--- src/rtl/fifo_pkg.sv ---
// Shared FIFO definitions: default geometry, count-width helper and the
// threshold legality rule used by every FIFO variant.
package fifo_pkg;

   localparam int DEF_DATA_W = 4;
   localparam int DEF_ADDR_W = 3;

   // Occupancy must represent 0..DEPTH inclusive, hence one extra bit.
   function automatic int count_w(input int addr_w);
      return addr_w + 1;
   endfunction

   function automatic bit thresholds_ok(input int ae_level, input int af_level, input int depth);
      return (ae_level >= 0) && (ae_level < af_level) && (af_level <= depth);
   endfunction

endpackage

--- src/rtl/fifo_sync_param_dpram.sv ---
// Generic dual-port RAM: synchronous write port and registered read port.
// Storage is never cleared; only the read register has a reset.
module dpram_param #(
   parameter int DATA_W = 4,
   parameter int ADDR_W = 3
) (
   input  logic              clk,
   input  logic              rst,
   input  logic              we,
   input  logic [ADDR_W-1:0] waddr,
   input  logic [DATA_W-1:0] wdata,
   input  logic              re,
   input  logic [ADDR_W-1:0] raddr,
   output logic [DATA_W-1:0] rdata
);

   logic [DATA_W-1:0] r_mem [2**ADDR_W];
   logic [DATA_W-1:0] r_rdata;

   always_ff @(posedge clk) begin
      if (we) begin
         r_mem[waddr] <= wdata;
      end
   end

   // Read register holds its value when no read is issued.
   always_ff @(posedge clk) begin
      if (rst) begin
         r_rdata <= '0;
      end else if (re) begin
         r_rdata <= r_mem[raddr];
      end
   end

   assign rdata = r_rdata;

endmodule

--- src/rtl/fifo_sync_param.sv ---
// Parametrised synchronous FIFO: pointer/occupancy controller around dpram_param,
// with registered flags decoded from the count and sticky error bits.
module fifo_sync_param
   import fifo_pkg::*;
#(
   parameter int DATA_W   = DEF_DATA_W,
   parameter int ADDR_W   = DEF_ADDR_W,
   parameter int AF_LEVEL = 6,
   parameter int AE_LEVEL = 2
) (
   input  logic              clk,
   input  logic              reset,
   input  logic              wr_en,
   input  logic [DATA_W-1:0] data_in,
   input  logic              rd_en,
   output logic [DATA_W-1:0] data_out,
   output logic              valid_out,
   output logic              full,
   output logic              empty,
   output logic              almost_full,
   output logic              almost_empty,
   output logic [ADDR_W:0]   count,
   output logic              overflow,
   output logic              underflow
);

   localparam int DEPTH = 2**ADDR_W;
   localparam int CW    = count_w(ADDR_W);
   localparam logic [CW-1:0] DEPTH_C = CW'(DEPTH);
   localparam logic [CW-1:0] AF_C    = CW'(AF_LEVEL);
   localparam logic [CW-1:0] AE_C    = CW'(AE_LEVEL);

   if (!thresholds_ok(AE_LEVEL, AF_LEVEL, DEPTH)) begin : g_bad_thresholds
      $error("fifo_sync_param: need 0 <= AE_LEVEL < AF_LEVEL <= DEPTH");
   end

   logic [ADDR_W-1:0] r_wr_ptr;
   logic [ADDR_W-1:0] r_rd_ptr;
   logic [CW-1:0]     r_count;
   logic              r_valid;
   logic              r_overflow;
   logic              r_underflow;

   logic w_full;
   logic w_empty;
   logic w_push_ok;
   logic w_pop_ok;

   // Flags come from the count register only, so no input reaches an output.
   assign w_full  = (r_count == DEPTH_C);
   assign w_empty = (r_count == '0);

   // Reset blocks the RAM ports too, so an in-flight write or read is dropped.
   assign w_push_ok = wr_en & ~w_full  & ~reset;
   assign w_pop_ok  = rd_en & ~w_empty & ~reset;

   always_ff @(posedge clk) begin
      if (reset) begin
         r_wr_ptr    <= '0;
         r_rd_ptr    <= '0;
         r_count     <= '0;
         r_valid     <= 1'b0;
         r_overflow  <= 1'b0;
         r_underflow <= 1'b0;
      end else begin
         if (w_push_ok) r_wr_ptr <= r_wr_ptr + ADDR_W'(1);
         if (w_pop_ok)  r_rd_ptr <= r_rd_ptr + ADDR_W'(1);
         case ({w_push_ok, w_pop_ok})
            2'b10:   r_count <= r_count + CW'(1);
            2'b01:   r_count <= r_count - CW'(1);
            default: r_count <= r_count;
         endcase
         r_valid     <= w_pop_ok;
         r_overflow  <= r_overflow  | (wr_en & w_full);
         r_underflow <= r_underflow | (rd_en & w_empty);
      end
   end

   dpram_param #(
      .DATA_W (DATA_W),
      .ADDR_W (ADDR_W)
   ) u_ram (
      .clk   (clk),
      .rst   (reset),
      .we    (w_push_ok),
      .waddr (r_wr_ptr),
      .wdata (data_in),
      .re    (w_pop_ok),
      .raddr (r_rd_ptr),
      .rdata (data_out)
   );

   assign valid_out    = r_valid;
   assign full         = w_full;
   assign empty        = w_empty;
   assign almost_full  = (r_count >= AF_C);
   assign almost_empty = (r_count <= AE_C);
   assign count        = r_count;
   assign overflow     = r_overflow;
   assign underflow    = r_underflow;

endmodule

--- config.mk ---
export PLATFORM = sky130hd
export DESIGN_NAME = fifo_sync_param
export DESIGN_NICKNAME = d
export VERILOG_FILES = /design/src/rtl/fifo_pkg.sv /design/src/rtl/fifo_sync_param_dpram.sv /design/src/rtl/fifo_sync_param.sv
export SDC_FILE = /design/constraint.sdc
export NUM_CORES = 1
export LEC_CHECK = 0
export BUFFER_PORTS_ARGS = -buffer_cell sky130_fd_sc_hd__buf_2
export CAP_MARGIN = 25
export CORE_MARGIN = 4
export CORE_UTILIZATION = 25
export DETAILED_ROUTE_END_ITERATION = 6
export GPL_TIMING_DRIVEN = 0
export PLACE_DENSITY = 0.5
export SYNTH_ARGS = -nofsm -noshare
export SYNTH_HDL_FRONTEND = slang
export SYNTH_HIERARCHICAL = 1
export SYNTH_SLANG_ARGS = --single-unit
--- constraint.sdc ---
create_clock -name clk -period 3.21 [get_ports clk]
set_input_delay 0.4815 -clock clk [delete_from_list [all_inputs] [get_ports clk]]
set_output_delay 0.4815 -clock clk [all_outputs]
set_load 0.05 [all_outputs]
### Word level (Yosys, flattened, before mapping)

Memories as Yosys holds them, arrays and structs flattened. A register that Yosys moved wholly into a read port is not among the register bits.
Cells that the tools add are included.

| operators by class | value |
|---|---|
| reduce and logical (&&, ||, !) cells | 2 |
| mux-type cells | 3 |
| $add $sub $neg | 4 |
| equal/unequal tests | 3 |
| bitwise gates (word level) | 11 |
| order comparisons | 2 |

Operator list:

| kind | number |
|---|---|
| 4-bit one-hot mux with 2 select lines | 1 |
| 3-bit by 1-bit adder with 3-bit output, second input constant | 2 |
| 1-bit AND | 6 |
| 4-bit by 1-bit adder with 4-bit output, second input constant | 1 |
| 4-bit == test, second input constant | 1 |
| 4-bit by 3-bit >= comparator with 1-bit output, second input constant | 1 |
| 4-bit by 2-bit <= comparator with 1-bit output, second input constant | 1 |
| 4-bit zero test | 1 |
| 4-bit by 1-bit subtractor with 4-bit output, second input constant | 1 |
| 1-bit inverter | 3 |
| 2-bit by 1-bit == test with 1-bit output, second input constant | 1 |
| 2-bit == test, second input constant | 1 |
| 1-bit 2-to-1 mux | 2 |
| 1-bit bitwise OR | 2 |
| 2-bit nonzero test | 1 |

| storage, ports and cells | value |
|---|---|
| input bits | 8 |
| register bits | 13 |
| memories | 1 |
| RAM bits | 32 |

Memory list:

| memory | words | width | rd ports | clocked after Yosys merged registers in | write ports | line | source |
|---|---|---|---|---|---|---|---|
| u_ram.r_mem | 8 | 4 | 1 | 1 | 1 | fifo_sync_param_dpram.sv:17 | `logic [DATA_W-1:0] r_mem [2**ADDR_W];` |

### Depth between registers and ports, before layout

Gate-level depths: netlist of the first run.

| depth | value |
|---|---|
| depth after elaboration | 6 |
| depth in mapped cells | 10 |
| depth with buffers taken out | 10 |

### Hierarchy

The synthesis of the first run kept the hierarchy.

By module, submodules not included:

| module | cells an instance | seq. area each (um2) | times used | area an instance (um2) |
|---|---|---|---|---|
| dpram_param | 80 | 1041.0 | 1 | 1430.1 |
| fifo_sync_param | 70 | 260.2 | 1 | 645.6 |

### Least setup slack after synthesis of the first run

No wires, ideal clock.

| timing path | value |
|---|---|
| path type | flip-flop to flip-flop |
| start point | register r_count[3], in the netlist count[3] |
| end point | register r_count[3], in the netlist count[3] |
| library setup time | 70 ps |
| path buffers | 0 |
| path slack | 325 ps |
| arrival | 2815 ps |
| cell stages (with the launch flop) | 10 |
| cells stage by stage | dfxtp_1 -> or4b_4 -> nand2_1 -> or2_2 -> ha_1 -> ha_1 -> a21oi_1 -> a21oi_1 -> or4_1 -> a21oi_1 |

| between the ends | value |
|---|---|
| word-level cells in the longest chain between the ends | 6 |
| elaborated cells on any way between the ends | 14 |
| classes of those cells | add/sub: 2; eq/ne: 3; mux: 1; bitwise: 6; reduce/logical: 2 |

Ends and longest elaborated chain:

| what | line | source |
|---|---|---|
| start: declaration | fifo_sync_param.sv:39 | `logic [CW-1:0] r_count;` |
| start signal: assignment | fifo_sync_param.sv:69 | `2'b10: r_count <= r_count + CW'(1);` |
| start signal: assignment | fifo_sync_param.sv:70 | `2'b01: r_count <= r_count - CW'(1);` |
| start signal: assignment | fifo_sync_param.sv:71 | `default: r_count <= r_count;` |
| 4-bit == test or 4-bit zero test (tied branches) | fifo_sync_param.sv:50, fifo_sync_param.sv:51 |  |
| 1-bit inverter, on equally long branches | fifo_sync_param.sv:54, fifo_sync_param.sv:55 |  |
| 1-bit AND, on equally long branches (2 in series) | fifo_sync_param.sv:54, fifo_sync_param.sv:55 |  |
| 2-bit by 1-bit == test with 1-bit output or 2-bit == test (tied branches) | fifo_sync_param.sv:68 | `case ({w_push_ok, w_pop_ok})` |
| 4-bit one-hot mux with 2 select lines or 2-bit nonzero test (tied branches) | -- |  |

Several ways; a longest one is shown, not always the timed one.
A chain may end at the register's enable or synchronous reset.

### Worst setup path after layout of the first run

Ends and elaborated chain as after synthesis.

==> impl_summary.txt, run 1 <==
----------------------------------------------------
[Yosys]
  Most instantiated library cell after synthesis ... edfxtp_1
  Mean instance size in the synthesized netlist ... 13.8 um^2
  Largest family of logic cells by synthesized area ... multiplexers
  Syn_nets ... 164
  Register area share after synthesis ... between 60% and 70%
  Yosys reg bits ... slightly below 50
  Adder and majority cell fraction of the synthesized area ... between 3 and 4%
  Leading cell types by total area after synthesis ... edfxtp_1, dfxtp_1, mux2i_1, nor2_1, mux4_2
  Share of the synthesized area in the top cell type ... a little under half
  FFs w/ async S/R, synth ... 0%
  Parity-gate share of the synthesized area counting xor and xnor cells ... 2.53%
  Cells after synthesis ... 150
  Synth Warn # ... 6
  Number of enable flip-flop cells after synthesis ... 32
  Mux contribution to synthesized area ... roughly an eighth
  Compound-cell area share of the yosys netlist ... between 5 and 6%
  Simple logic cell fraction of the synthesized area ... under 10%
  Cell accounting for the most synthesized area ... edfxtp_1
  Top flip-flop cell by instance count after synthesis ... edfxtp_1
  Top post-synthesis cells by count ... edfxtp_1, nor2_1, dfxtp_1, mux2i_1, a21oi_1
  Synthesized area ... just over 2000 um^2
  Number of distinct library cells after synthesis ... 29

[Timing]
  Worst clock skew ... between 3 and 4 ps
  Setup repair after global routing missed its margin ... no
  Slew Limit Headroom ... 52.3%
  Setup_tns ... 0 ps
  Total setup violations reported at the end of the flow ... 0
  Measured slew at the worst slew-check pin ... ~710 ps
  Post-route fraction of the period consumed by the critical path ... roughly 87%
  Shortest period the worst path allows ... roughly 2800 ps
  Final number of max-transition violations ... 0
  Highest achievable clock rate ... approximately 360 MHz
  Final hold violation count ... 0

[Power and ir drop]
  Power Density ... around 550 nW/um^2
  Peak supply drop ... around 0.15 mV
  Proportion of power drawn by flip-flops and latches ... between 50% and 60%
  P_sw ... about 390 uW
  Leakage power total ... around 0.85 nW
  Power share of the combinational group ... a little under a fifth
  Part of the power in the clock network ... a little over a quarter
  Switching portion of total power ... approximately 29%
  Internal portion of total power ... approximately 940 uW
  Overall power consumption ... between 1 and 1.5 mW

[Min path]
  Class of the worst hold path ... in2reg
  Worst Min Path Start ... rd_en
  Number of instances on the worst hold path ... 3
  Worst Hold Endpoint ... underflow$_SDFF_PP0_

[Die]
  Number of placement rows ... 32
  Area of the die ... ~9800 um^2
  Area of the placeable core ... ~7900 um^2
  Die Span X ... between 90 and 100 um
  Die Y-Extent ... roughly 99 um
  Effective utilization at floorplan ... around a quarter
  Io pins ... 23

[GRT]
  M2 GR Usage ... roughly 13%
  Met1 capacity usage during global routing ... 11.0%
  Highest-utilization routing layer at the global route stage ... met2
  Maximum number of pins on one net before global-route repair ... 16
  Via count of the first global-routing pass ... approximately 1200
  Wire length of the first global-routing pass ... approximately 6.3 mm
  Antenna violations before repair ... 0
  Overflow left after global routing ... 0
  GR Util All Layers ... 8.43%
  Met3 GRT Util ... around 2.6%

[Clocking]
  Clock latency at the later pin of the worst-skew pair ... around 300 ps
  Number of buffers inserted by post-CTS setup repair ... 0
  Clock buffers created by TritonCTS ... 5
  Buffers from clock root to sink, at most ... 2
  H-tree levels ... 2
  Clock sinks ... 49
  Post-cts sizing count ... 0
  Clock tree from TritonCTS ... built
  Hold-fix buffers at CTS ... 0
  Root cell of the clock tree ... clkbuf_8
  Clock slew seen by the registers of the worst setup and hold paths ... ~90 ps

[Layout]
  Fraction of final layout cells sized beyond drive strength 1 ... between 20% and 30%
  Finished layout cell area ... around 2400 um^2
  Synthesis-to-finish area growth ... 15.7%
  Fill cells ... just under 800
  Final net count ... 193
  Inserted Diodes ... 0

[Critical path]
  Depth of the worst register-to-register path ... 9
  Critical setup path kind ... reg2reg
  Worst Path Arrival ... around 3000 ps
  Required time at the endpoint of the critical path ... ~3500 ps
  Endpoint type of the worst setup path ... flop
  Slack of the worst reg-to-reg path ... around 430 ps
  CP Launch Type ... flop
  Maximum net fanout on the critical path ... 8
  Start point of the critical path ... count[3]$_SDFFE_PP0P_
  Worst r2r src ... count[3]$_SDFFE_PP0P_
  Endpoint of the worst-slack reg-to-reg timing path ... count[3]$_SDFFE_PP0P_

[Placed design]
  Placer Congestion ... 0.749
  Buffers on Ports ... 22
  Dpl cell area ... between 2000 and 2500 um^2
  Sum of net half-perimeters after detailed placement ... roughly 2.7 mm

[Run]
  Total of max-cap violations ... 0

[Detailed routing]
  Pre-Repair DR Iteration Count ... 4
  DRC violation count after routing ... 0
  Overall via count from detail_route ... around 1200
  Post-Route WL ... between 3 and 4 mm
  Count of routing violations after the opening detailed-route iteration ... between 70 and 80
  Per-cell via count in the routed design ... around 4.2
  Remaining antenna violation count after routing ... 0
  Per-cell routed wire length ... 13.3 um

[Run status]
  Result of the run ... finished clean

----------------------------------------------------
-- worst max-delay path by stage --
stage	end
final	count[3]$_SDFFE_PP0P_
after global routing	count[3]$_SDFFE_PP0P_
after CTS	count[3]$_SDFFE_PP0P_
after detailed placement	count[3]$_SDFFE_PP0P_
after global placement	count[3]$_SDFFE_PP0P_
after floorplan	count[3]$_SDFFE_PP0P_
-- cell families after synthesis --
group	Yosys count
flops	49
simple gates	42
mux	21
compound gates	16
buf+inv	10
xor+xnor	6
fa+ha+maj	6
-- per-stage QoR --
stage	instances	hold slack [ps]	utilization, %	worst slack (ps)
4_1_cts	282	445	30.4	437
5_1_grt	282	452	30.4	197
3_5_place_dp	274	451	29.3	391
6_report	282	456	30.4	430
3_3_place_gp	274	445	29.3	374
2_1_floorplan	150	492	-	325
-- state kept, by name, summed over array words and instances (netlist names) --
name / flops
count: 4
u_ram/r_mem: 32
valid_out: 1
underflow: 1
overflow: 1
r_rd_ptr: 3
r_wr_ptr: 3
u_ram/rdata: 4
-- power groups by stage --
stage / Sequential, mW / Clock, mW / Combinational [mW]
after floorplan: 0.777 / 0 / 0.155
after global placement: 0.737 / 0 / 0.256
after detailed placement: 0.737 / 0 / 0.257
after CTS: 0.723 / 0.373 / 0.258
after global routing: 0.728 / 0.405 / 0.277
final: 0.722 / 0.353 / 0.255
-- layout by cell type, fill, tap and decap left out, types with 2 or more instances in the layout --
cell         n
inv_1        6
nor2_1      25
mux2i_1     17
xor2_1       5
nand3_1      2
nand2b_1     3
edfxtp_1    32
nand2_1      4
clkbuf_1     2
a21oi_1      8
dfxtp_1     17
clkinvlp_4   2
mux4_2       4
nor3_1       2
clkbuf_8     5
ha_1         5
a211oi_1     5
buf_2       22
-- critical path: stages (launching register included) --
cell and delay [ps]:
dfxtp_1 520, or4b_4 540, nand2_1 130, or2_2 150, ha_1 200, ha_1 290
a21oi_1 190, a21oi_1 100, or4_1 460, a21oi_1 140
-- per-layer routing --
metal | wire length, um | vias up
met5 | 0 | -
li1 | - | 607
met3 | 132 | 5
met2 | 1820 | 16
met4 | 70 | 0
met1 | 1740 | 570
-- layout make-up --
class,instances,area [um^2],area share (%)
Buffer,4,38.8,1.62
Clock buffer,6,72.6,3.02
Clock inverter,2,15.0,0.625
Inverter,6,22.5,0.938
Multi-Input combinational cell,91,713,29.7
Sequential cell,49,1300,54.2
Tap cell,102,128,5.32
Timing Repair Buffer,22,110,4.59
Power figures use the tool's default switching activity.
==> run 2: changes to the inputs <==
Settings changed: CORE_UTILIZATION 25 to 57, PLACE_DENSITY 0.5 to 0.87.
==> run 2 against run 1 <==
Effect of this change: sequential cell count unchanged; global-route usage increased by 9.3 points; combinational power hardly changed; clock skew is 2.2 ps higher; critical path type unchanged; critical path depth is the same; largest cell class unchanged; clock-buffer cell count shrank 1; sequential share of layout area up 2.2 points; hold slack got worse by 86 ps.
==> impl_summary.txt, run 2 (synthesis gave the netlist of run 1 again) <==
----------------------------------------------------
[Run status]
  Result of the run ... finished clean

[Clocking]
  H-tree levels ... 2
  Clock slew seen by the registers of the worst setup and hold paths ... 150 ps
  Root cell of the clock tree ... clkbuf_4
  Number of buffers inserted by post-CTS setup repair ... 0
  Post-cts sizing count ... 0
  Clock buffers created by TritonCTS ... 5
  Clock sinks ... slightly below 50
  Clock tree from TritonCTS ... built
  Buffers from clock root to sink, at most ... 2
  Clock latency at the later pin of the worst-skew pair ... between 300 and 400 ps
  Hold-fix buffers at CTS ... 0

[Die]
  Number of placement rows ... 21
  Die Y-Extent ... ~70 um
  Area of the placeable core ... ~3400 um^2
  Area of the die ... roughly 4700 um^2
  Effective utilization at floorplan ... around three fifths
  Io pins ... 23
  Die Span X ... ~70 um

[Power and ir drop]
  Power Density ... approximately 550 nW/um^2
  Internal portion of total power ... a little under 900 uW
  Overall power consumption ... 1.27 mW
  Proportion of power drawn by flip-flops and latches ... 56.8%
  Switching portion of total power ... between 30 and 40%
  P_sw ... between 300 and 400 uW
  Leakage power total ... ~0.84 nW
  Power share of the combinational group ... 19.8%
  Part of the power in the clock network ... 23.4%
  Peak supply drop ... 0.380 mV

[Critical path]
  Required time at the endpoint of the critical path ... roughly 3500 ps
  Critical setup path kind ... reg2reg
  Worst Path Arrival ... 3200 ps
  Start point of the critical path ... count[3]$_SDFFE_PP0P_
  Timing endpoint of the critical path ... count[3]$_SDFFE_PP0P_
  Maximum net fanout on the critical path ... 8
  Endpoint type of the worst setup path ... flop
  Endpoint of the worst-slack reg-to-reg timing path ... count[3]$_SDFFE_PP0P_
  Worst r2r src ... count[3]$_SDFFE_PP0P_
  Slack of the worst reg-to-reg path ... 330 ps
  CP Launch Type ... flop
  Depth of the worst register-to-register path ... 9

[Timing]
  Crit path setup slack, layout ... between 300 and 400 ps
  Shortest period the worst path allows ... 2880 ps
  Post-route fraction of the period consumed by the critical path ... 89.6%
  Worst hold margin ... roughly 370 ps
  Highest achievable clock rate ... 348 MHz
  Worst clock skew ... about 5.8 ps
  Setup repair after global routing missed its margin ... no
  Setup_tns ... 0 ps
  Final number of max-transition violations ... 0
  Final hold violation count ... 0
  Total setup violations reported at the end of the flow ... 0
  Slew Limit Headroom ... 58.9%
  Measured slew at the worst slew-check pin ... between 600 and 700 ps

[Placed design]
  Pre-CTS worst setup slack ... roughly 400 ps
  Placer Congestion ... 0.817
  Buffers on Ports ... 22
  Sum of net half-perimeters after detailed placement ... roughly 2.6 mm
  Total placed cells including tap cells ... approximately 220

[Detailed routing]
  Pre-Repair DR Iteration Count ... 4
  Post-Route WL ... approximately 3.5 mm
  DRC violation count after routing ... 0
  Remaining antenna violation count after routing ... 0
  Per-cell routed wire length ... 15.5 um
  Per-cell via count in the routed design ... 5.39
  Overall via count from detail_route ... 1219
  Count of routing violations after the opening detailed-route iteration ... between 60 and 70

[Layout]
  Commonest cells after routing, fill and taps aside ... edfxtp_1, nor2_1, buf_2, mux2i_1, dfxtp_1
  Most frequent standard cell in the layout excluding fill and tap cells ... edfxtp_1
  Largest register FFs ... 32
  Fraction of final layout cells sized beyond drive strength 1 ... approximately 22%
  Synthesis-to-finish area growth ... 11.1%
  Final net count ... 193
  Final instance count without filler cells ... 226
  Inserted Diodes ... 0
  Register name with the most flops ... u_ram/r_mem

[GRT]
  Overflow left after global routing ... 0
  Antenna violations before repair ... 0
  Wire length of the first global-routing pass ... approximately 5.7 mm
  Maximum number of pins on one net before global-route repair ... 18
  Via count of the first global-routing pass ... about 1200
  GR Util All Layers ... roughly 18%

[Min path]
  Class of the worst hold path ... in2reg

[Run]
  Total of max-cap violations ... 0

----------------------------------------------------
-- run 2: cell type report --
class                           instances  area [um^2]
Sequential cell                        49         1300
Inverter                                6         22.5
Buffer                                  4         38.8
Clock buffer                            5         37.5
Clock inverter                          3         25.0
Timing Repair Buffer                   22          110
Multi-Input combinational cell         91          713
Tap cell                               46         57.6
Fill cell                             244         1110
-- run 2: how the worst min path moves through the flow --
stage	start	endpoint	cells past startpoint
CTS	data_in[2]	u_ram/r_mem[7][2]$_DFFE_PP_	1
global placement	underflow$_SDFF_PP0_	underflow$_SDFF_PP0_	2
global route	data_in[0]	u_ram/r_mem[2][0]$_DFFE_PP_	1
finish	rd_en	underflow$_SDFF_PP0_	3
floorplan	r_wr_ptr[1]$_SDFFE_PP0P_	r_wr_ptr[1]$_SDFFE_PP0P_	2
detailed placement	underflow$_SDFF_PP0_	underflow$_SDFF_PP0_	2
-- run 2: through the flow --
stage	cell area (um^2)	util, %
after floorplan	2080	-
after global placement	2240	65.7
after detailed placement	2240	65.7
after CTS	2310	67.5
after global routing	2310	67.5
final	2310	67.5
-- run 2: layer usage --
layer | GRT usage (%) | part of all wire [%] | wire length (um)
met1 | 21.5 | 43 | 1500
met2 | 29.4 | 51 | 1790
met3 | 5.42 | 4.2 | 146
met4 | 7.44 | 1.8 | 63
met5 | 0 | 0 | 0
-- run 2: worst max-delay path: stages (launching register included) --
cell,delay [ps]
dfxtp_1,540
or4b_4,540
nand2_1,140
or2_2,150
ha_1,210
ha_1,300
a21oi_1,230
a21oi_1,110
or4_1,460
a21oi_1,140
-- run 2: power by group through the flow --
stage               clock network (mW)  registers (mW)  logic (mW)
detailed placement                   0           0.737       0.253
global placement                     0           0.734       0.246
floorplan                            0           0.777       0.155
finish                           0.298           0.723       0.252
CTS                              0.302           0.723       0.254
global route                     0.336           0.728       0.271
==> run 3: changes to the inputs <==
Settings changed: CORE_UTILIZATION 57 to 50, PLACE_DENSITY 0.87 to 0.79.
==> run 3 against run 2 <==
Effect of this change: total power rose by 18%; sequential share of layout area down 1.9 points; sequential power barely moved; global-route usage fell by 2.1 points; core utilization shrank 7.9 points; register-to-register slack improved by 30 ps; clock power increased by 73%; design area rose by 3.5%; combinational power is 2% higher; wire length grew 6.6%; critical path type unchanged; critical endpoint unchanged.
==> impl_summary.txt, run 3 (synthesis gave the netlist of run 1 again) <==
----------------------------------------------------
[Critical path]
  Critical setup path kind ... reg2reg
  Required time at the endpoint of the critical path ... approximately 3500 ps
  Slowest CP cell ... or4b_4
  Endpoint type of the worst setup path ... flop
  Critical path cell sequence ... or4b_4, nand2_1, or2_2, ha_1, ha_1, a21oi_1, a21oi_1, or4_1, a21oi_1
  CP Launch Type ... flop
  Cell repeated most along the worst path ... a21oi_1
  Maximum net fanout on the critical path ... 8
  Worst Path Arrival ... 3080 ps
  Crit-path max cell delay ... roughly 540 ps

[Power and ir drop]
  Proportion of power drawn by flip-flops and latches ... roughly half
  Internal portion of total power ... between 1 and 1.5 mW
  Power Density ... roughly 630 nW/um^2
  P_sw ... 393 uW
  Part of the power in the clock network ... around 35%
  Switching portion of total power ... between 20% and 30%
  Power share of the combinational group ... between 10% and 20%
  Leakage power total ... ~0.9 nW
  Peak supply drop ... roughly 0.60 mV

[GRT]
  Overflow left after global routing ... 0
  Via count of the first global-routing pass ... roughly 1300
  Antenna violations before repair ... 0
  Maximum number of pins on one net before global-route repair ... 17
  Wire length of the first global-routing pass ... between 6 and 7 mm
  GR Util All Layers ... between 10% and 20%

[Timing]
  Crit path setup slack, layout ... 363 ps
  Final number of max-transition violations ... 0
  Worst clock skew ... 5.04 ps
  Measured slew at the worst slew-check pin ... around 690 ps
  Shortest period the worst path allows ... 2850 ps
  Final hold violation count ... 0
  Post-route fraction of the period consumed by the critical path ... 88.7%
  Highest achievable clock rate ... 351 MHz
  Setup repair after global routing missed its margin ... no
  Slew Limit Headroom ... a little over half
  Total setup violations reported at the end of the flow ... 0
  Setup_tns ... 0 ps

[Placed design]
  Buffers on Ports ... 22
  Pre-CTS worst setup slack ... 401 ps
  Placer Congestion ... 0.792
  Sum of net half-perimeters after detailed placement ... 2.77 mm

[Clocking]
  Hold-fix buffers at CTS ... 0
  Root cell of the clock tree ... clkbuf_8
  Clock latency at the later pin of the worst-skew pair ... around 300 ps
  H-tree levels ... 2
  Clock slew seen by the registers of the worst setup and hold paths ... approximately 90 ps
  Clock sinks ... 49
  Post-cts sizing count ... 0
  Number of buffers inserted by post-CTS setup repair ... 0
  Clock tree from TritonCTS ... built
  Buffers from clock root to sink, at most ... 2
  Clock buffers created by TritonCTS ... 5

[Detailed routing]
  Pre-Repair DR Iteration Count ... 4
  Remaining antenna violation count after routing ... 0
  DRC violation count after routing ... 0
  Count of routing violations after the opening detailed-route iteration ... 50
  Per-cell routed wire length ... ~16 um
  Post-Route WL ... between 3 and 4 mm
  Overall via count from detail_route ... 1221
  Per-cell via count in the routed design ... 5.31

[Layout]
  Commonest cells after routing, fill and taps aside ... edfxtp_1, nor2_1, buf_2, mux2i_1, dfxtp_1
  Most frequent standard cell in the layout excluding fill and tap cells ... edfxtp_1
  Inserted Diodes ... 0
  Synthesis-to-finish area growth ... 14.9%
  Register name with the most flops ... u_ram/r_mem
  Final net count ... ~190
  Largest register FFs ... 32
  Fraction of final layout cells sized beyond drive strength 1 ... about 22%

[Die]
  Die Span X ... ~72 um
  Die Y-Extent ... between 70 and 80 um
  Io pins ... 23
  Effective utilization at floorplan ... between 50% and 60%
  Area of the placeable core ... ~4000 um^2
  Number of placement rows ... 23
  Area of the die ... 5250 um^2

[Run status]
  Result of the run ... finished clean

[Run]
  Total of max-cap violations ... 0

[Min path]
  Class of the worst hold path ... in2reg

----------------------------------------------------
==> run 3: power groups by stage <==
stage               combinational [mW]  sequential [mW]  clock, mW
detailed placement               0.258            0.737          0
CTS                              0.259            0.723      0.526
finish                           0.257            0.723      0.517
global route                     0.277            0.727      0.552
floorplan                        0.155            0.777          0
global placement                 0.247            0.734          0
==> run 3: final cells by class <==
| class | count | area, um^2 |
|---|---|---|
| Clock inverter | 3 | 68.8 |
| Clock buffer | 5 | 68.8 |
| Fill cell | 319 | 1610 |
| Inverter | 6 | 22.5 |
| Tap cell | 50 | 62.6 |
| Buffer | 4 | 38.8 |
| Timing Repair Buffer | 22 | 110 |
| Multi-Input combinational cell | 91 | 713 |
| Sequential cell | 49 | 1300 |
==> run 3: critical path: cells and delay by family, from the launching register on <==
kind | cells | cell delay, ps
adder cells (fa/ha/maj) | 2 | 480
AND/OR/NAND/NOR | 4 | 1300
flip-flops | 1 | 530
AO/OA/AOI/OAI | 3 | 470
==> run 3: stage by stage <==
step	std cells	instance area, um^2	utilization [%]	total power [mW]	hold slack [ps]
finish	230	2390	59.6	1.50	459
CTS	230	2390	59.6	1.51	447
global placement	222	2250	56.2	0.981	444
detailed placement	222	2250	56.2	0.994	453
floorplan	150	2080	-	0.932	492
global route	230	2390	59.6	1.56	472
==> run 3: per-layer routing <==
layer / GRT usage (%) / part of all wire [%] / vias to the layer above
met4: 6.15 / 2.1 / 0
met1: 18.6 / 40 / 577
met3: 4.57 / 5.4 / 9
met2: 26.7 / 52 / 33
met5: 0 / 0 / -
li1: - / - / 602
==> run 3: worst paths after layout <==
| kind | from | endpoint | slack (ps) | cells past startpoint |
|---|---|---|---|---|
| setup / recovery | count[3]$_SDFFE_PP0P_ | count[3]$_SDFFE_PP0P_ | 360 | 9 |
| hold / removal | wr_en | overflow$_SDFF_PP0_ | 460 | 3 |
| setup reg to reg | count[3]$_SDFFE_PP0P_ | count[3]$_SDFFE_PP0P_ | 360 | 9 |
| hold reg to reg | overflow$_SDFF_PP0_ | overflow$_SDFF_PP0_ | 470 | 2 |
